## config.mk

```make
export PLATFORM = sky130hd
export DESIGN_NAME = fetch_pc_gen
export DESIGN_NICKNAME = d
export VERILOG_FILES = /design/src/rtl/fetch_pc_gen.sv
export SDC_FILE = /design/constraint.sdc
export NUM_CORES = 1
export LEC_CHECK = 0
export ABC_CLOCK_PERIOD_IN_PS = 5800
export BUFFER_PORTS_ARGS = -buffer_cell sky130_fd_sc_hd__buf_2
export CORE_MARGIN = 2
export CORE_UTILIZATION = 61
export DETAILED_ROUTE_END_ITERATION = 8
export GPL_TIMING_DRIVEN = 0
export HOLD_SLACK_MARGIN = 0.02
export PLACE_DENSITY = 0.92
export SYNTH_ARGS = -nofsm -noshare
export SYNTH_HDL_FRONTEND = slang
export SYNTH_SLANG_ARGS = --single-unit
```

## constraint.sdc

```tcl
create_clock -name clk -period 5.8 [get_ports clk]
set_input_delay 1.45 -clock clk [delete_from_list [all_inputs] [get_ports clk]]
set_output_delay 1.45 -clock clk [all_outputs]
set_load 0.02 [all_outputs]
```

## src/rtl/fetch_pc_gen.sv

```systemverilog
// fetch_pc_gen: F-stage program counter register with next-PC selection,
// instruction-memory ready handshake, pending-redirect buffer,
// misaligned-fetch flag and a counter of applied non-sequential updates.
module fetch_pc_gen #(
    parameter logic [31:0] RESET_PC   = 32'h0000_3000,
    parameter logic [31:0] EXC_VECTOR = 32'h0000_4180,
    parameter bit          ERET_PLUS4 = 1'b1,
    parameter int unsigned CNT_W      = 16
) (
    input  logic             clk,
    input  logic             reset,
    input  logic             stall_f,
    input  logic             imem_ready,
    input  logic [31:0]      pc_d,
    input  logic [31:0]      instr_d,
    input  logic [31:0]      ra_data,
    input  logic [2:0]       npc_op,
    input  logic             cmp_zero,
    input  logic             eret_d,
    input  logic             req,
    input  logic [31:0]      epc,
    output logic [31:0]      pc_f,
    output logic             pc_valid,
    output logic             adel_f,
    output logic             redirect_pending,
    output logic [CNT_W-1:0] redirect_cnt
);

    typedef enum logic {
        ST_RUN  = 1'b0,
        ST_WAIT = 1'b1
    } state_t;

    localparam logic [2:0] OP_BEQ = 3'd1;
    localparam logic [2:0] OP_J   = 3'd2;
    localparam logic [2:0] OP_JR  = 3'd3;
    localparam logic [2:0] OP_BNE = 3'd4;

    state_t           state_q, state_n;
    logic [31:0]      pc_q, pc_n;
    logic [31:0]      pend_q, pend_n;
    logic             valid_q;
    logic [CNT_W-1:0] cnt_q;
    logic             cnt_inc;

    logic [31:0] seq_tgt;
    logic [31:0] br_tgt;
    logic [31:0] jmp_tgt;
    logic [31:0] eret_tgt;
    logic [31:0] redir_tgt;
    logic        taken;

    // Opcode field of the D instruction is not needed for target generation.
    logic unused_bits;
    assign unused_bits = ^instr_d[31:26];

    assign seq_tgt  = pc_q + 32'd4;
    assign br_tgt   = pc_d + 32'd4 + {{14{instr_d[15]}}, instr_d[15:0], 2'b00};
    assign jmp_tgt  = {pc_q[31:28], instr_d[25:0], 2'b00};
    assign eret_tgt = ERET_PLUS4 ? (epc + 32'd4) : epc;

    // Redirect decision and target for the instruction in D (eret over npc_op).
    always_comb begin
        taken     = 1'b0;
        redir_tgt = seq_tgt;
        if (eret_d) begin
            taken     = 1'b1;
            redir_tgt = eret_tgt;
        end else begin
            case (npc_op)
                OP_BEQ: begin
                    taken     = cmp_zero;
                    redir_tgt = br_tgt;
                end
                OP_BNE: begin
                    taken     = ~cmp_zero;
                    redir_tgt = br_tgt;
                end
                OP_J: begin
                    taken     = 1'b1;
                    redir_tgt = jmp_tgt;
                end
                OP_JR: begin
                    taken     = 1'b1;
                    redir_tgt = ra_data;
                end
                default: begin
                    taken     = 1'b0;
                    redir_tgt = seq_tgt;
                end
            endcase
        end
    end

    // Next-state, next-PC and pending-buffer selection; req dominates everything.
    always_comb begin
        state_n = state_q;
        pc_n    = pc_q;
        pend_n  = pend_q;
        cnt_inc = 1'b0;
        if (req) begin
            pc_n    = EXC_VECTOR;
            pend_n  = '0;
            state_n = ST_RUN;
            cnt_inc = 1'b1;
        end else begin
            case (state_q)
                ST_RUN: begin
                    if (!stall_f) begin
                        if (imem_ready) begin
                            pc_n    = taken ? redir_tgt : seq_tgt;
                            cnt_inc = taken;
                        end else if (taken) begin
                            // Memory not ready: park the redirect, PC holds.
                            pend_n  = redir_tgt;
                            state_n = ST_WAIT;
                        end
                    end
                end
                ST_WAIT: begin
                    if (imem_ready && !stall_f) begin
                        pc_n    = pend_q;
                        pend_n  = '0;
                        state_n = ST_RUN;
                        cnt_inc = 1'b1;
                    end
                end
                default: begin
                    state_n = ST_RUN;
                end
            endcase
        end
    end

    // State, PC, pending target and redirect counter registers.
    always_ff @(posedge clk or posedge reset) begin
        if (reset) begin
            state_q <= ST_RUN;
            pc_q    <= RESET_PC;
            pend_q  <= '0;
            cnt_q   <= '0;
        end else begin
            state_q <= state_n;
            pc_q    <= pc_n;
            pend_q  <= pend_n;
            if (cnt_inc) begin
                cnt_q <= cnt_q + CNT_W'(1);
            end
        end
    end

    // Fetch request becomes valid on the first edge after reset and stays valid.
    always_ff @(posedge clk or posedge reset) begin
        if (reset) begin
            valid_q <= 1'b0;
        end else begin
            valid_q <= 1'b1;
        end
    end

    assign pc_f             = pc_q;
    assign pc_valid         = valid_q;
    assign adel_f           = |pc_q[1:0];
    assign redirect_pending = (state_q == ST_WAIT);
    assign redirect_cnt     = cnt_q;

endmodule
```

# == Yosys cells after proc, flatten, opt, wreduce, memory -nomap -nowiden ==
# Cells that the tools add are included.
# totals
regBits,82
latch_bits,0
ram_bits,0
romBits,0
mem_count,0
# op_classes
addsub,5
multipliers,0
div,0
order_cmp,0
eq_ne,9
shifts,0
muxes,27
bitwise,2
n_reduce_logical,7
# ops
cell,n
two-way mux 32 bit,11
case mux 32 bit (2 select lines),2
adder 32 x 3 -> 32 bit (second input constant),3
case mux 32 bit (3 select lines),1
adder 32 bit,1
adder 16 x 1 -> 16 bit (second input constant),1
inequality test 3 bit (second input constant),4
two-way mux 1 bit,10
== test 3 x 2 -> 1 bit (second input constant),2
OR reduction 2 bit,3
case mux 1 bit (2 select lines),2
AND reduction 4 bit,1
== test 3 x 1 -> 1 bit (second input constant),1
== test 3 bit (second input constant),1
inequality test 3 x 2 -> 1 bit (second input constant),1
case mux 1 bit (3 select lines),1
AND reduction 3 bit,1
inverter 1 bit,2
logical AND 1 bit,1
logical NOT 1 bit,1

# == Longest topological paths before layout ==
# logic_depth
ltp_word,9
ltp_mapped,13
depth_no_buf,13

# == Worst setup path before layout ==
# No wires, ideal clock.
# synth_timing
path_type,input-to-reg
startpoint,input port pc_d[3]
endpoint,"register pc_q[31], in the netlist pc_f[31]"
arrival_ns,3.897
t_required_ns,5.705
setup_slack_ns,1.807
cell_stages,11
path_buffers,0
cell_sequence,ha_1 -> ha_1 -> inv_1 -> fa_1 -> nor2b_1 -> o31ai_2 -> a211o_1 -> a211oi_1 -> o21ai_0 -> and4bb_2 -> o31ai_1
# synth_between
elab_chain_len,9
# synth_lines
element,line_no,source
"start, declared",14,"input logic [31:0] pc_d,"
adder 32 x 3 -> 32 bit,58,"assign br_tgt = pc_d + 32'd4 + {{14{instr_d[15]}}, instr_d[15:0], 2'b00};"
adder 32 bit,58,
case mux 32 bit (3 select lines),70,case (npc_op)
two-way mux 32 bit,66,if (eret_d) begin
two-way mux 32 bit,111,pc_n = taken ? redir_tgt : seq_tgt;
two-way mux 32 bit,110,if (imem_ready) begin
two-way mux 32 bit,109,if (!stall_f) begin
case mux 32 bit (2 select lines),107,case (state_q)
two-way mux 32 bit,101,if (req) begin
"end signal, assigned",144,pc_q <= pc_n;
"end, declared",40,"logic [31:0] pc_q, pc_n;"
# No other way between the ends. The select of a mux whose other input is x is not followed.
# A chain may end at the register's enable or synchronous reset.

# == Worst setup path in the final report ==
# layout_timing
startpoint,input port instr_d[0]
endpoint,"register pc_q[31], in the netlist pc_f[31]"
# layout_between
elab_chain_len,8
# layout_lines
element,line_no,source
"start, declared",15,"input logic [31:0] instr_d,"
adder 32 bit,58,
case mux 32 bit (3 select lines),70,
two-way mux 32 bit,66,
two-way mux 32 bit,111,
two-way mux 32 bit,110,
two-way mux 32 bit,109,
case mux 32 bit (2 select lines),107,
two-way mux 32 bit,101,
# No other way between the ends. The select of a mux whose other input is x is not followed.

==> summary.md <==
| Metric | Value |
|---|---|
| HPWL after detailed placement | `26000 um` |
| IO Count | `189` |
| Cts bufs inserted | `9` |
| Net count reported at finish | `1473` |
| Yosys reg bits | `82` |
| CTS sink count | `82` |
| Worst R2R Setup Slack | `2.78 ns` |
| Clock skew | `0.00769 ns` |
| Placed inst area | `9640 um2` |
| Crit end category | `flip-flop` |
| Max cap viols | `1` |
| Yosys cell types | `73` |
| Row cnt | `43` |
| Worst slew pin tran | `1.51 ns` |
| Synth warn | `0` |
| Final hold violation count | `0` |
| Dominant synthesized flop cell | `dfrtp_1` |
| Initial DRT Pass Iterations | `7` |
| Failing checks | `capacitance limit, slew limit` |
| Hold Crit Start | `redirect_cnt[15]` |
| Clock root cell | `clkbuf_16` |
| Area leader, netlist | `dfrtp_1` |
| Setup violators final | `0` |
| Fmax | `221 MHz` |
| PortBufs | `180` |
| Overall routing resource usage | `0.463` |
| Final Instance Area | `9970 um2` |
| Vias | `10.3k` |
| Clock Latency Late Sink | `0.36 ns` |
| Detailed-route DRC error count | `0` |
| Starting DRT DRC Count | `1474` |
| Initial Utilization | `0.619` |
| Commonest cells after routing, fill and taps aside | `189 x buf_2, 117 x nand2_1, 86 x o21ai_0` |
| Post-route clock period utilization | `0.781` |
| # diodes | `0` |
| CTS-repair resized insts | `0` |
| Core area | `13700 um2` |
| Largest net degree at the start of global routing | `51` |
| Syn_area_per_cell | `7.84 um2` |
| CTS tree | `built` |
| Worst min path class | `reg -> reg` |
| Final Max Slew Viols | `9` |
| First-pass GRT wire length | `52000 um` |
| Avg Vias per Cell | `7.07` |
| Post-CTS setup buffers | `0` |
| Die Ht | `122 um` |
| Post-route setup TNS | `0 ns` |
| WP data required | `6.05 ns` |
| RR Endpoint | `pc_f[20]` |
| Mean routed wirelength per cell | `23.8 um` |
| ANT nets after route | `0` |
| Area contributors post-synth | `dfrtp_1 24%, ha_1 8.8%, nand2_1 5.2%` |
| Setup CP Type | `in -> reg` |
| Die area | `14900 um2` |
| Clock-pin slew on the worst setup and hold paths | `0.07 ns` |
| Pre-CTS WS | `1.04 ns` |
| Hold Path End | `redirect_cnt[15]` |
| Syn Inst Count | `1082` |
| Max-slew headroom | `-0.0137` |
| RSZ-0062 raised after global routing | `false` |
| Commonest non-fill, non-tap cell in the layout | `buf_2` |
| Async S/R FF share, synth | `1.00` |
| Number of flops mapped to enable cells by yosys | `0` |
| # hold bufs at CTS | `0` |
| Max clock buf depth | `2` |
| Initial antenna violation count | `0` |
| VDD IR max | `0.175 mV` |
| Worst Path Arrival | `4.78 ns` |
| Nature of the critical path startpoint | `input pin` |
| Share of cells above drive strength 1 | `0.179` |
| Layout area overhead | `17.5%` |
| Status | `finished, violations left` |
| Share of the synthesized area in the top cell type | `0.236` |
| Minimum clock period | `4.53 ns` |
| Mapped cell area | `8490 um2` |
| Post-Syn Nets | `1281` |
| H-Tree Depth | `3` |
| Worst Reg-to-Reg Cells | `9` |
| Final wirelength | `34700 um` |
| Largest fanout on the critical path | `8` |
| Register area share after synthesis | `0.242` |
| Final WS setup | `1.27 ns` |
| Final core utilization | `0.727` |
| PD cells | `232 nW/um2` |
| Lkg Pwr | `4.32 nW` |
| Hold depth | `1` |
| Remaining global-route overflow | `0` |
| Placer Congestion | `1.09` |
| Vias in the first global route | `9444` |
| Critical R2R Launch | `pc_f[2]` |
| Die width | `122 um` |
cells by family after synthesis:
kind of cell,after synthesis,synth area share
XOR/XNOR,72,0.0743
flip-flops,82,0.242
adder cells (fa/ha/maj),61,0.0908
other,1,0.000442
multiplexers,33,0.0400
AND/OR/NAND/NOR,393,0.234
AO/OA/AOI/OAI,352,0.278
buffers and inverters,88,0.0402
worst max-delay path by stage:
| stage | from | end | depth (start not counted) |
|---|---|---|---|
| floorplan | pc_d[3] | pc_f[31] | 11 |
| global placement | instr_d[1] | pc_f[23] | 12 |
| detailed placement | instr_d[0] | pc_f[23] | 14 |
| CTS | instr_d[0] | pc_f[23] | 14 |
| global route | pc_d[2] | pend_q[31] | 14 |
| finish | instr_d[0] | pc_f[31] | 14 |
through the flow:
step | power (mW) | cells | hold WS, ns
final | 2.31 | 1459 | 0.461
after global routing | 2.40 | 1459 | 0.480
after CTS | 2.26 | 1459 | 0.465
after detailed placement | 1.63 | 1443 | 0.451
after global placement | 1.61 | 1442 | 0.446
after floorplan | 1.30 | 1082 | 0.433
cell usage after synthesis (all sizes together) (12+ instances only):
library cell and instances:
xnor2 39, nor3 27, o21a 13, o21ai 86
mux2i 26, and4 13, ha 60, and3 14
inv 21, a211oi 20, clkbuf 56, or3 13
a221oi 12, xor2 33, nand2 117, nor2 68
dfrtp 80, o211ai 16, nand3 48, a21oi 76
nand4 33
routing by layer:
metal | global-route usage | vias to the layer above | routed length, um
met1 | 0.595 | 4769 | 13000
met5 | 0 | - | 0
met4 | 0.277 | 0 | 2390
met2 | 0.689 | 843 | 14700
met3 | 0.132 | 184 | 4560
li1 | - | 4514 | -
critical path, stage by stage:
cell and delay [ns]:
buf_2 0.09, inv_1 0.04, ha_1 0.18, inv_1 0.10, ha_1 0.24, inv_1 0.07, fa_1 0.40, nor2b_1 0.21
o31ai_2 0.16, a211o_1 0.35, a211oi_1 0.74, o21ai_0 0.20, and4bb_2 0.29, o31ai_1 0.27
sequential cells by signal, summed over array words and instances, names as in the netlist:
name and flops:
pc_f 32, pend_q 32, redirect_cnt 16, pc_valid 1, redirect_pending 1
final cells by class:
| class | instances | area (um2) |
|---|---|---|
| Buffer | 67 | 263 |
| Clock buffer | 11 | 243 |
| Clock inverter | 5 | 85.1 |
| Fill cell | 1126 | 3750 |
| Inverter | 21 | 81.3 |
| Multi-Input combinational cell | 912 | 6090 |
| Sequential cell | 82 | 2050 |
| Tap cell | 180 | 225 |
| Timing Repair Buffer | 181 | 928 |
power breakdown:
part | leakage [nW] | switching (mW) | internal (mW)
Combinational | 3.10 | 0.599 | 0.328
Clock | 0.157 | 0.256 | 0.392
Sequential | 1.07 | 0.0978 | 0.640
Total | 4.32 | 0.953 | 1.36
(Power assumes the default switching activity.)
